### src/rtl/audio_record_ctrl_pkg.sv
// ----------------------------------------------------------------------------
// audio_record_ctrl_pkg
// Shared constants and types for the audio capture path. The default packet
// count and word width also size the playback side, so both paths agree on
// how many packets a recording holds.
// Contents:
//   AUD_CLK_DIV    clk cycles per micClk half-period
//   AUD_WORD_W     bits per packet stored in audio memory
//   AUD_ADDR_W     audio memory address width
//   AUD_MEM_DEPTH  packets per recording
//   rec_state_e    capture FSM state encoding
// ----------------------------------------------------------------------------
package audio_record_ctrl_pkg;

    localparam int AUD_CLK_DIV   = 50;   // 100 MHz clk -> 1 MHz micClk
    localparam int AUD_WORD_W    = 32;
    localparam int AUD_ADDR_W    = 10;
    localparam int AUD_MEM_DEPTH = 937;

    typedef enum logic [1:0] {
        REC_IDLE   = 2'd0,
        REC_PREREC = 2'd1,   // settling word, captured but never written
        REC_RECORD = 2'd2,
        REC_DONE   = 2'd3
    } rec_state_e;

endpackage

### src/rtl/audio_record_ctrl_if.sv
// ----------------------------------------------------------------------------
// audio_record_ctrl_if
// Write port of the shared audio memory.
//   we     1-cycle write strobe
//   addr   packet address
//   wdata  packet data
// Modports: master (capture controller drives), slave (memory receives).
// ----------------------------------------------------------------------------
interface audio_record_ctrl_if #(
    parameter int ADDR_W = audio_record_ctrl_pkg::AUD_ADDR_W,
    parameter int WORD_W = audio_record_ctrl_pkg::AUD_WORD_W
);

    logic              we;
    logic [ADDR_W-1:0] addr;
    logic [WORD_W-1:0] wdata;

    modport master (output we, output addr, output wdata);
    modport slave  (input  we, input  addr, input  wdata);

endinterface

### src/rtl/audio_record_ctrl_pdm_clk_gen.sv
// ----------------------------------------------------------------------------
// pdm_clk_gen
// Free-running PDM microphone clock divider.
// Ports:
//   clk        in   system clock
//   reset      in   asynchronous, active-high
//   mic_clk_o  out  micClk, period 2*CLK_DIV clk cycles, 0 after reset
//   tick_o     out  high in the clk cycle whose closing edge raises micClk
// ----------------------------------------------------------------------------
module pdm_clk_gen
    import audio_record_ctrl_pkg::*;
#(
    parameter int CLK_DIV = AUD_CLK_DIV
) (
    input  logic clk,
    input  logic reset,
    output logic mic_clk_o,
    output logic tick_o
);

    localparam int              DIV_W    = (CLK_DIV > 1) ? $clog2(CLK_DIV) : 1;
    localparam logic [DIV_W-1:0] DIV_LAST = DIV_W'(CLK_DIV - 1);

    logic [DIV_W-1:0] div_cnt_q, div_cnt_d;
    logic             mic_clk_q, mic_clk_d;
    logic             div_wrap;

    always_comb begin
        // NOTE: every always_comb output gets a default first, so no path can
        // leave it unassigned and infer a latch.
        div_wrap  = (div_cnt_q == DIV_LAST);
        div_cnt_d = div_cnt_q + DIV_W'(1);
        mic_clk_d = mic_clk_q;
        if (div_wrap) begin
            div_cnt_d = '0;
            mic_clk_d = ~mic_clk_q;
        end
    end

    // NOTE: sequential state uses <= so every flop samples pre-edge values,
    // independent of process ordering.
    always_ff @(posedge clk or posedge reset) begin
        if (reset) begin
            div_cnt_q <= '0;
            mic_clk_q <= 1'b0;
        end else begin
            div_cnt_q <= div_cnt_d;
            mic_clk_q <= mic_clk_d;
        end
    end

    assign mic_clk_o = mic_clk_q;
    // Rising micClk edge is the moment the microphone's previous bit is
    // safely settled on micData.
    assign tick_o    = div_wrap & ~mic_clk_q;

endmodule

### src/rtl/audio_record_ctrl.sv
// ----------------------------------------------------------------------------
// audio_record_ctrl
// Capture side of the audio path: drives the PDM mic clock, deserializes the
// 1-bit PDM stream MSB-first into WORD_W-bit packets and writes them to
// audio memory addresses 0..MEM_DEPTH-1. The first word after start is
// discarded while the microphone settles.
// Ports:
//   clk            in   system clock
//   reset          in   asynchronous, active-high
//   recordBtnEN_i  in   1-cycle start pulse (ignored outside IDLE)
//   stopBtnEN_i    in   1-cycle abort pulse (wins over a completing word)
//   micData_i      in   PDM data, asynchronous to clk
//   micClk_o       out  PDM clock, free-running
//   micLRSel_o     out  tied 0 (left channel)
//   recording_o    out  high in PREREC and RECORD
//   done_o         out  1-cycle pulse after the packet at MEM_DEPTH-1 is written
//   mem_if         master modport of the memory write port
// Build option:
//   AUD_REC_CIRCULAR_EN  defined: RECORD wraps the address to 0 after the
//                        last packet and keeps capturing, pulsing done_o on
//                        every wrap; only stop or reset ends capture.
// ----------------------------------------------------------------------------
module audio_record_ctrl
    import audio_record_ctrl_pkg::*;
#(
    parameter int CLK_DIV   = AUD_CLK_DIV,
    parameter int WORD_W    = AUD_WORD_W,
    parameter int ADDR_W    = AUD_ADDR_W,
    parameter int MEM_DEPTH = AUD_MEM_DEPTH
) (
    input  logic                clk,
    input  logic                reset,
    input  logic                recordBtnEN_i,
    input  logic                stopBtnEN_i,
    input  logic                micData_i,
    output logic                micClk_o,
    output logic                micLRSel_o,
    output logic                recording_o,
    output logic                done_o,
    audio_record_ctrl_if.master mem_if
);

    localparam int               BIT_W     = $clog2(WORD_W);
    localparam logic [BIT_W-1:0]  BIT_LAST  = BIT_W'(WORD_W - 1);
    localparam logic [ADDR_W-1:0] ADDR_LAST = ADDR_W'(MEM_DEPTH - 1);

    rec_state_e        state_q, state_d;
    logic              tick;
    logic              mic_meta_q, mic_sync_q;
    // Only the WORD_W-1 most recent samples are kept; the completing sample is
    // appended combinationally when the word is handed to the write stage.
    logic [WORD_W-2:0] hist_q, hist_d;
    logic [WORD_W-1:0] word_next;
    logic [BIT_W-1:0]  bit_cnt_q, bit_cnt_d;
    logic              we_q, we_d;
    logic [WORD_W-1:0] wdata_q, wdata_d;
    logic [ADDR_W-1:0] addr_q, addr_d;
    logic              capturing, word_done, last_write;
`ifdef AUD_REC_CIRCULAR_EN
    logic              wrap_q, wrap_d;
`endif

    pdm_clk_gen #(.CLK_DIV(CLK_DIV)) u_clk_gen (
        .clk       (clk),
        .reset     (reset),
        .mic_clk_o (micClk_o),
        .tick_o    (tick)
    );

    assign capturing  = (state_q == REC_PREREC) || (state_q == REC_RECORD);
    assign word_done  = tick && capturing && (bit_cnt_q == BIT_LAST);
    assign last_write = we_q && (addr_q == ADDR_LAST);
    assign word_next  = {hist_q, mic_sync_q};

    // ---------------- FSM: next state ----------------
    always_comb begin
        state_d = state_q;
        unique case (state_q)
            REC_IDLE:   if (recordBtnEN_i && !stopBtnEN_i) state_d = REC_PREREC;
            REC_PREREC: if (stopBtnEN_i)                   state_d = REC_IDLE;
                        else if (word_done)                state_d = REC_RECORD;
            REC_RECORD: if (stopBtnEN_i)                   state_d = REC_IDLE;
`ifndef AUD_REC_CIRCULAR_EN
                        else if (last_write)               state_d = REC_DONE;
`endif
            REC_DONE:                                      state_d = REC_IDLE;
            default:                                       state_d = REC_IDLE;
        endcase
    end

    // ---------------- FSM: outputs ----------------
    always_comb begin
        recording_o = capturing;
`ifdef AUD_REC_CIRCULAR_EN
        done_o      = wrap_q;
`else
        done_o      = (state_q == REC_DONE);
`endif
    end

    // ---------------- datapath next state ----------------
    always_comb begin
        hist_d    = tick ? word_next[WORD_W-2:0] : hist_q;

        bit_cnt_d = bit_cnt_q;
        if (state_q == REC_IDLE && state_d == REC_PREREC)
            bit_cnt_d = '0;
        else if (tick && capturing)
            bit_cnt_d = (bit_cnt_q == BIT_LAST) ? '0 : bit_cnt_q + BIT_W'(1);

        // Stop in the completing cycle drops the word.
        we_d    = (state_q == REC_RECORD) && word_done && !stopBtnEN_i;
        wdata_d = we_d ? word_next : wdata_q;

        // Address advances in the cycle after the strobe.
        addr_d = addr_q;
        if (state_q == REC_IDLE)
            addr_d = '0;
        else if (we_q && state_q == REC_RECORD) begin
            if (addr_q != ADDR_LAST)
                addr_d = addr_q + ADDR_W'(1);
`ifdef AUD_REC_CIRCULAR_EN
            else
                addr_d = '0;
`endif
        end

`ifdef AUD_REC_CIRCULAR_EN
        wrap_d = last_write && (state_q == REC_RECORD) && !stopBtnEN_i;
`endif
    end

    // ---------------- registers ----------------
    always_ff @(posedge clk or posedge reset) begin
        if (reset) begin
            state_q    <= REC_IDLE;
            mic_meta_q <= 1'b0;
            mic_sync_q <= 1'b0;
            hist_q     <= '0;
            bit_cnt_q  <= '0;
            we_q       <= 1'b0;
            wdata_q    <= '0;
            addr_q     <= '0;
`ifdef AUD_REC_CIRCULAR_EN
            wrap_q     <= 1'b0;
`endif
        end else begin
            state_q    <= state_d;
            mic_meta_q <= micData_i;     // two-flop synchronizer
            mic_sync_q <= mic_meta_q;
            hist_q     <= hist_d;
            bit_cnt_q  <= bit_cnt_d;
            we_q       <= we_d;
            wdata_q    <= wdata_d;
            addr_q     <= addr_d;
`ifdef AUD_REC_CIRCULAR_EN
            wrap_q     <= wrap_d;
`endif
        end
    end

    assign micLRSel_o   = 1'b0;
    assign mem_if.we    = we_q;
    assign mem_if.addr  = addr_q;
    assign mem_if.wdata = wdata_q;

endmodule

### src/flat_wrapper.sv
// flat-port wrapper written by rule: the top's interface ports become plain ports
module audio_record_ctrl_flat import audio_record_ctrl_pkg::*;
#(
    parameter int CLK_DIV   = AUD_CLK_DIV,
    parameter int WORD_W    = AUD_WORD_W,
    parameter int ADDR_W    = AUD_ADDR_W,
    parameter int MEM_DEPTH = AUD_MEM_DEPTH
)
  (clk, reset, recordBtnEN_i, stopBtnEN_i, micData_i, micClk_o, micLRSel_o, recording_o, done_o, mem_if_we, mem_if_addr, mem_if_wdata);
  audio_record_ctrl_if #(.ADDR_W(ADDR_W), .WORD_W(WORD_W)) mem_if_i ();
  input  logic clk;
  input  logic reset;
  input  logic recordBtnEN_i;
  input  logic stopBtnEN_i;
  input  logic micData_i;
  output logic micClk_o;
  output logic micLRSel_o;
  output logic recording_o;
  output logic done_o;
  output wire logic [$bits(mem_if_i.we)-1:0] mem_if_we;
  output wire logic [$bits(mem_if_i.addr)-1:0] mem_if_addr;
  output wire logic [$bits(mem_if_i.wdata)-1:0] mem_if_wdata;
  assign mem_if_we = mem_if_i.we;
  assign mem_if_addr = mem_if_i.addr;
  assign mem_if_wdata = mem_if_i.wdata;
  audio_record_ctrl #(.CLK_DIV(CLK_DIV), .WORD_W(WORD_W), .ADDR_W(ADDR_W), .MEM_DEPTH(MEM_DEPTH)) u_core (.clk(clk), .reset(reset), .recordBtnEN_i(recordBtnEN_i), .stopBtnEN_i(stopBtnEN_i), .micData_i(micData_i), .micClk_o(micClk_o), .micLRSel_o(micLRSel_o), .recording_o(recording_o), .done_o(done_o), .mem_if(mem_if_i));
endmodule
### config.mk
export PLATFORM = sky130hd
export DESIGN_NAME = audio_record_ctrl_flat
export DESIGN_NICKNAME = d
export VERILOG_FILES = /design/src/rtl/audio_record_ctrl_pkg.sv /design/src/rtl/audio_record_ctrl_if.sv /design/src/rtl/audio_record_ctrl_pdm_clk_gen.sv /design/src/rtl/audio_record_ctrl.sv /design/src/flat_wrapper.sv
export SDC_FILE = /design/constraint.sdc
export NUM_CORES = 1
export LEC_CHECK = 0
export BUFFER_PORTS_ARGS = -buffer_cell sky130_fd_sc_hd__clkbuf_2
export CORE_MARGIN = 5
export CORE_UTILIZATION = 51
export CTS_CLUSTER_SIZE = 8
export DETAILED_ROUTE_END_ITERATION = 16
export PLACE_DENSITY = 0.84
export SYNTH_ARGS = -nofsm -noshare
export SYNTH_HDL_FRONTEND = slang
export SYNTH_SLANG_ARGS = --single-unit
export TNS_END_PERCENT = 20
### constraint.sdc
create_clock -name clk -period 2.5 [get_ports clk]
set_input_delay 0.25 -clock clk [delete_from_list [all_inputs] [get_ports clk]]
set_output_delay 0.25 -clock clk [all_outputs]
set_load 0.1 [all_outputs]
* Word level (Yosys, flattened, before mapping)
Index checks and enable logic that the tools add are counted.
Storage, ports and cells: register bits 90, input bits 5, output and inout bits 47, logic and storage cells 51
Operators by class: $add $sub $neg 3, equality and inequality tests 8, multiplexer cells 13, bitwise operators 2, reduce and logical (&&, ||, !) cells 15
Operator list (number):
- $mux W10 | 3
- $mux W5 | 3
- $add A10 B1 Y10 const B | 1
- $eq A10 B10 Y1 const B | 1
- $mux W2 | 5
- $ne A10 B10 Y1 const B | 1
- $logic_and A1 B1 Y1 | 8
- $pmux W2 S4 | 1
- $add A6 B1 Y6 const B | 1
- $eq A6 B6 Y1 const B | 1
- $mux W6 | 1
- $reduce_bool A2 Y1 | 3
- $add A5 B1 Y5 const B | 1
- $eq A5 B5 Y1 const B | 1
- $eq A2 B1 Y1 const B | 2
- $eq A2 B2 Y1 const B | 2
- $logic_not A2 Y1 | 1
- $reduce_and A2 Y1 | 1
- $and A1 B1 Y1 | 1
- $logic_not A1 Y1 | 1
- $logic_or A1 B1 Y1 | 1
- $not A1 Y1 | 1

* Logic depth before layout (Yosys ltp)
word-level depth 10, mapped depth 9, mapped depth without buffers 7

* Modules after synthesis
Synthesis repeated with hierarchy kept, for this count alone.
Second synthesis, totals: cells, all modules 275, area total of the unflattened synthesis 3783.6 um^2
By module, submodules not included:
- audio_record_ctrl | times used 1, cells each 246, area each 3442.1 um^2, sequential area each 2077.0 um^2
- pdm_clk_gen | times used 1, cells each 29, area each 341.6 um^2, sequential area each 175.2 um^2

* Worst setup path before layout
No wires, ideal clock.
path type register -> register, start point register u_core.state_q[0], end point register u_core.bit_cnt_q[3], setup time 0.077 ns, arrival time 2.573 ns, data required time 2.423 ns, slack -0.150 ns, cell stages (with the launch flop) 8, buffers on the path 1, clock period less this slack 2.650 ns, cell sequence dfrtp_1 -> inv_1 -> ha_1 -> nand4b_1 -> or2_1 -> clkbuf_2 -> or4_1 -> a21oi_1
Between the ends: word-level cells in the longest chain between the ends 10, elaborated cells between the ends (all ways) 17, those cells by class eq/ne: 4; mux: 7; reduce/logical: 6
RTL lines:
- start, declared | RTL line audio_record_ctrl.sv:47 | rec_state_e state_q, state_d;
- start signal, assigned | RTL line audio_record_ctrl.sv:148 | state_q <= state_d;
- $eq A2 B1 Y1 or $eq A2 B2 Y1 (tied branches) | RTL line audio_record_ctrl.sv:70 | assign capturing = (state_q == REC_PREREC) || (state_q == REC_RECORD);
- $logic_or A1 B1 Y1 (*) | RTL line audio_record_ctrl.sv:70
- named net recording_o | RTL line flat_wrapper.sv:18 | output logic recording_o;
- $logic_and A1 B1 Y1 (*) | RTL line audio_record_ctrl.sv:71, audio_record_ctrl.sv:108
- $logic_and A1 B1 Y1 | RTL line audio_record_ctrl.sv:71 | assign word_done = tick && capturing && (bit_cnt_q == BIT_LAST);
- $mux W2 | RTL line audio_record_ctrl.sv:81 | else if (word_done) state_d = REC_RECORD;
- $mux W2 | RTL line audio_record_ctrl.sv:80 | REC_PREREC: if (stopBtnEN_i) state_d = REC_IDLE;
- $pmux W2 S4 | RTL line audio_record_ctrl.sv:78 | unique case (state_q)
- $eq A2 B1 Y1 | RTL line audio_record_ctrl.sv:106 | if (state_q == REC_IDLE && state_d == REC_PREREC)
- $logic_and A1 B1 Y1 | RTL line audio_record_ctrl.sv:106
- $mux W5 or $reduce_bool A2 Y1 (tied branches)
- end signal, assigned | RTL line audio_record_ctrl.sv:152 | bit_cnt_q <= bit_cnt_d;
- end, declared | RTL line audio_record_ctrl.sv:54 | logic [BIT_W-1:0] bit_cnt_q, bit_cnt_d;
The timed path passes the listed nets; every way through them passes the cells marked *. A chain may end at the register's enable or synchronous reset.

* Worst setup path in the final report
start point register u_core.u_clk_gen.div_cnt_q[1], end point register u_core.hist_q[0]
Between the ends: word-level cells in the longest chain between the ends 2
RTL lines:
- start, declared | RTL line audio_record_ctrl_pdm_clk_gen.sv:24 | logic [DIV_W-1:0] div_cnt_q, div_cnt_d;
- start signal, assigned | RTL line audio_record_ctrl_pdm_clk_gen.sv:47 | div_cnt_q <= div_cnt_d;
- $eq A6 B6 Y1 | RTL line audio_record_ctrl_pdm_clk_gen.sv:31 | div_wrap = (div_cnt_q == DIV_LAST);
- $and A1 B1 Y1 | RTL line audio_record_ctrl_pdm_clk_gen.sv:55 | assign tick_o = div_wrap & ~mic_clk_q;
- end signal, assigned | RTL line audio_record_ctrl.sv:151 | hist_q <= hist_d;
- end, declared | RTL line audio_record_ctrl.sv:52 | logic [WORD_W-2:0] hist_q, hist_d;
Every way passes these cells.

==> impl_metrics.json <==
{
  "tns_ps": 0,
  "min_period_over_period_pct": 87.6,
  "antenna_left": 0,
  "place_area_mm2": 0.00425,
  "post-dp-hpwl_mm": 4.62,
  "end_kind": "register",
  "htree_levels": 3,
  "ys_seq_elements": 90,
  "clk_path_buf_depth": 2,
  "criticalPathCategory": "register to register",
  "setup_violations": 0,
  "synth_area_leader_cell": "dfrtp_1",
  "grt_max_degree": 53,
  "grt_pass1_vias": 2380,
  "yosysMostFrequentCell": "dfrtp_1",
  "grt_first_pass_wirelength_mm": 11.9,
  "cts_root_buffer": "clkbuf_8",
  "die_w_um": 97.4,
  "finalCriticalPeriod_ps": 2190,
  "core_area_mm2": 0.00733,
  "cp_max_fo": 33,
  "postSynthCellCount": 281,
  "finalHoldViolCount": 0,
  "io_buffers": 50,
  "peakVddDrop_mv": 0.335,
  "gp_congestion": 0.792,
  "syn_nets": 296,
  "cts_sinks": 90,
  "grt_antenna_before_repair": 0,
  "critPathBufInv": 2,
  "via_per_inst": 5.34,
  "required_ps": 2740,
  "synth.area.top_cells": "dfrtp_1 (58%), mux2_4 (12%), mux2_2 (9.5%)",
  "outcome": "finished clean",
  "rsz0062_at_grt": "false",
  "grt.overflow.total": 0,
  "syn_avg_cell_area_um2": 13.9,
  "stdcell_area_mm2": 0.00450,
  "drv_slew": 0,
  "layout.nets": 350,
  "cp.arrival_ps": 2430,
  "die-area_mm2": 0.00949,
  "crit_path_top_delay_cell": "or3b_1",
  "start_kind": "register",
  "drt-pass1-iter-count": 4,
  "drive_gt1_share_pct": 40.0,
  "critPathTopFamily": "simple AND/OR/NAND/NOR gates",
  "ys.flop_type": "dfrtp_1",
  "syn_area_mm2": 0.00390,
  "ys.warnings.count": 0,
  "path_cells": "inv_1 -> ha_1 -> or3b_1 -> nor3_4 -> buf_4 -> mux2_2",
  "worst_pin_slew_ps": 840,
  "path_depth": 6,
  "async_flop_share_pct": 100,
  "synth_top_area_share_pct": 57.8,
  "reg2regPathDepth": 6,
  "clock_skew_ps": 6.87,
  "multi_input_area_mm2": 0.00154,
  "clock_latency_ps": 360,
  "hold_class": "primary input to async pin",
  "numCtsBuffers": 9,
  "area.growth.synth_to_final_pct": 15.5,
  "routed_wl_mm": 6.85,
  "slowest_delay_ps": 450,
  "clkTransAtPathRegs_ps": 90,
  "start_util_pct": 53.1,
  "drtIter0Drc": 89,
  "timing.fmax_ghz": 0.457,
  "wire_per_inst_um": 15.6,
  "slew_headroom_pct": 43.9,
  "p_leak_nw": 2.35,
  "cts_tree": "yes",
  "fillers": 549,
  "io_pins": 52,
  "drv_cap": 0,
  "synthTopCellsByCount": "dfrtp_1 (90), mux2_2 (33), mux2_4 (30)",
  "track_usage_pct": 15.2,
  "regArea_mm2": 0.00225,
  "drc": 0,
  "synth_edf_count": 0,
  "num_vias": 2346,
  "die_h_um": 97.4,
  "p_per_area_mw_per_mm2": 652,
  "ys_seq_area_share_pct": 57.8,
  "synth_cell_types": 42,
  "std_cell_rows": 31,
  "n_antenna_cell": 0
}
==> through the flow <==
step	hold WS (ps)	instances	worst slack (ps)	utilization [%]	power, mW
after floorplan	281	281	130	-	1.73
after global placement	333	422	393	58.0	1.77
after detailed placement	342	422	311	58.0	1.77
after CTS	49.0	439	291	61.4	2.96
after global routing	118	439	179	61.4	3.05
final	36.3	439	311	61.4	2.94
==> cell type report <==
cell class,count,area share [%]
flip-flops and latches,90,50.0
multi-input cells,171,34.2
repair buffers,54,6.84
clock buffers,10,2.83
well taps,99,2.75
clock inverters,6,2.53
inverters,9,0.834
==> power by group <==
group	internal [mW]	switching, mW
sequential	1.46	0.00927
combinational	0.0651	0.210
clock	0.668	0.519
total	2.20	0.738
==> registers in the layout (all words and copies together) (netlist names) <==
register and cells:
u_core.mic_meta_q 1, u_core.state_q 2, u_core.mem_if.addr 10, u_core.mic_sync_q 1, u_core.u_clk_gen.mic_clk_o 1, u_core.u_clk_gen.div_cnt_q 6, u_core.mem_if.wdata 32, u_core.bit_cnt_q 5
u_core.mem_if.we 1, u_core.hist_q 31
==> logic make-up (layout without fill, tap and decap cells) <==
| kind of cell | count (synthesis) | after routing | synth area share [%] |
|---|---|---|---|
| DFF | 90 | 90 | 57.8 |
| adders and majority gates | 10 | 10 | 3.21 |
| muxes | 65 | 65 | 21.6 |
| AOI/OAI and AO/OA | 20 | 20 | 3.05 |
| xor gates and xnor gates | 11 | 11 | 2.47 |
| other | 1 | 1 | 0.0962 |
| buffers and inverters | 20 | 79 | 2.76 |
| and+or+nand+nor | 64 | 64 | 8.99 |
==> layer usage <==
layer / vias up / global-route usage (%) / part of all wire, %
met1: 1193 / 20.4 / 45
met5: - / 0 / 0
li1: 1089 / - / -
met4: 0 / 5.32 / 1.6
met3: 12 / 4.59 / 5.2
met2: 52 / 23.6 / 48
==> final timing paths <==
kind | startpoint | slack (ps) | endpoint
max | u_core.u_clk_gen.div_cnt_q[1] | 310 | u_core.hist_q[0]
max in group asynchronous | reset | 1750 | u_core.mem_if.wdata[19]
min reg2reg | u_core.mic_meta_q | 360 | u_core.mic_sync_q
min in group clk | stopBtnEN_i | 100 | u_core.mem_if.we
max reg2reg | u_core.u_clk_gen.div_cnt_q[1] | 310 | u_core.hist_q[0]
min | reset | 40 | u_core.mem_if.wdata[12]
==> placed cells by master (no fill, tap or decap), types with 8 or more instances in the layout <==
cell,count
clkbuf_8,9
nand2_1,9
nor2_1,21
mux2_4,30
mux2_2,33
inv_1,8
xnor2_1,9
dfrtp_1,90
clkbuf_2,50
ha_1,9
==> timing repair <==
| action | 4_1_cts | 5_1_grt |
|---|---|---|
| endpoints found under the setup margin | 0 | 0 |
| gates resized for setup | 0 | 0 |
| setup buffers | 0 | 0 |
| endpoints found under the hold margin | 1 | 0 |
| hold buffers | 1 | 0 |
Power figures use the tool's default switching activity.
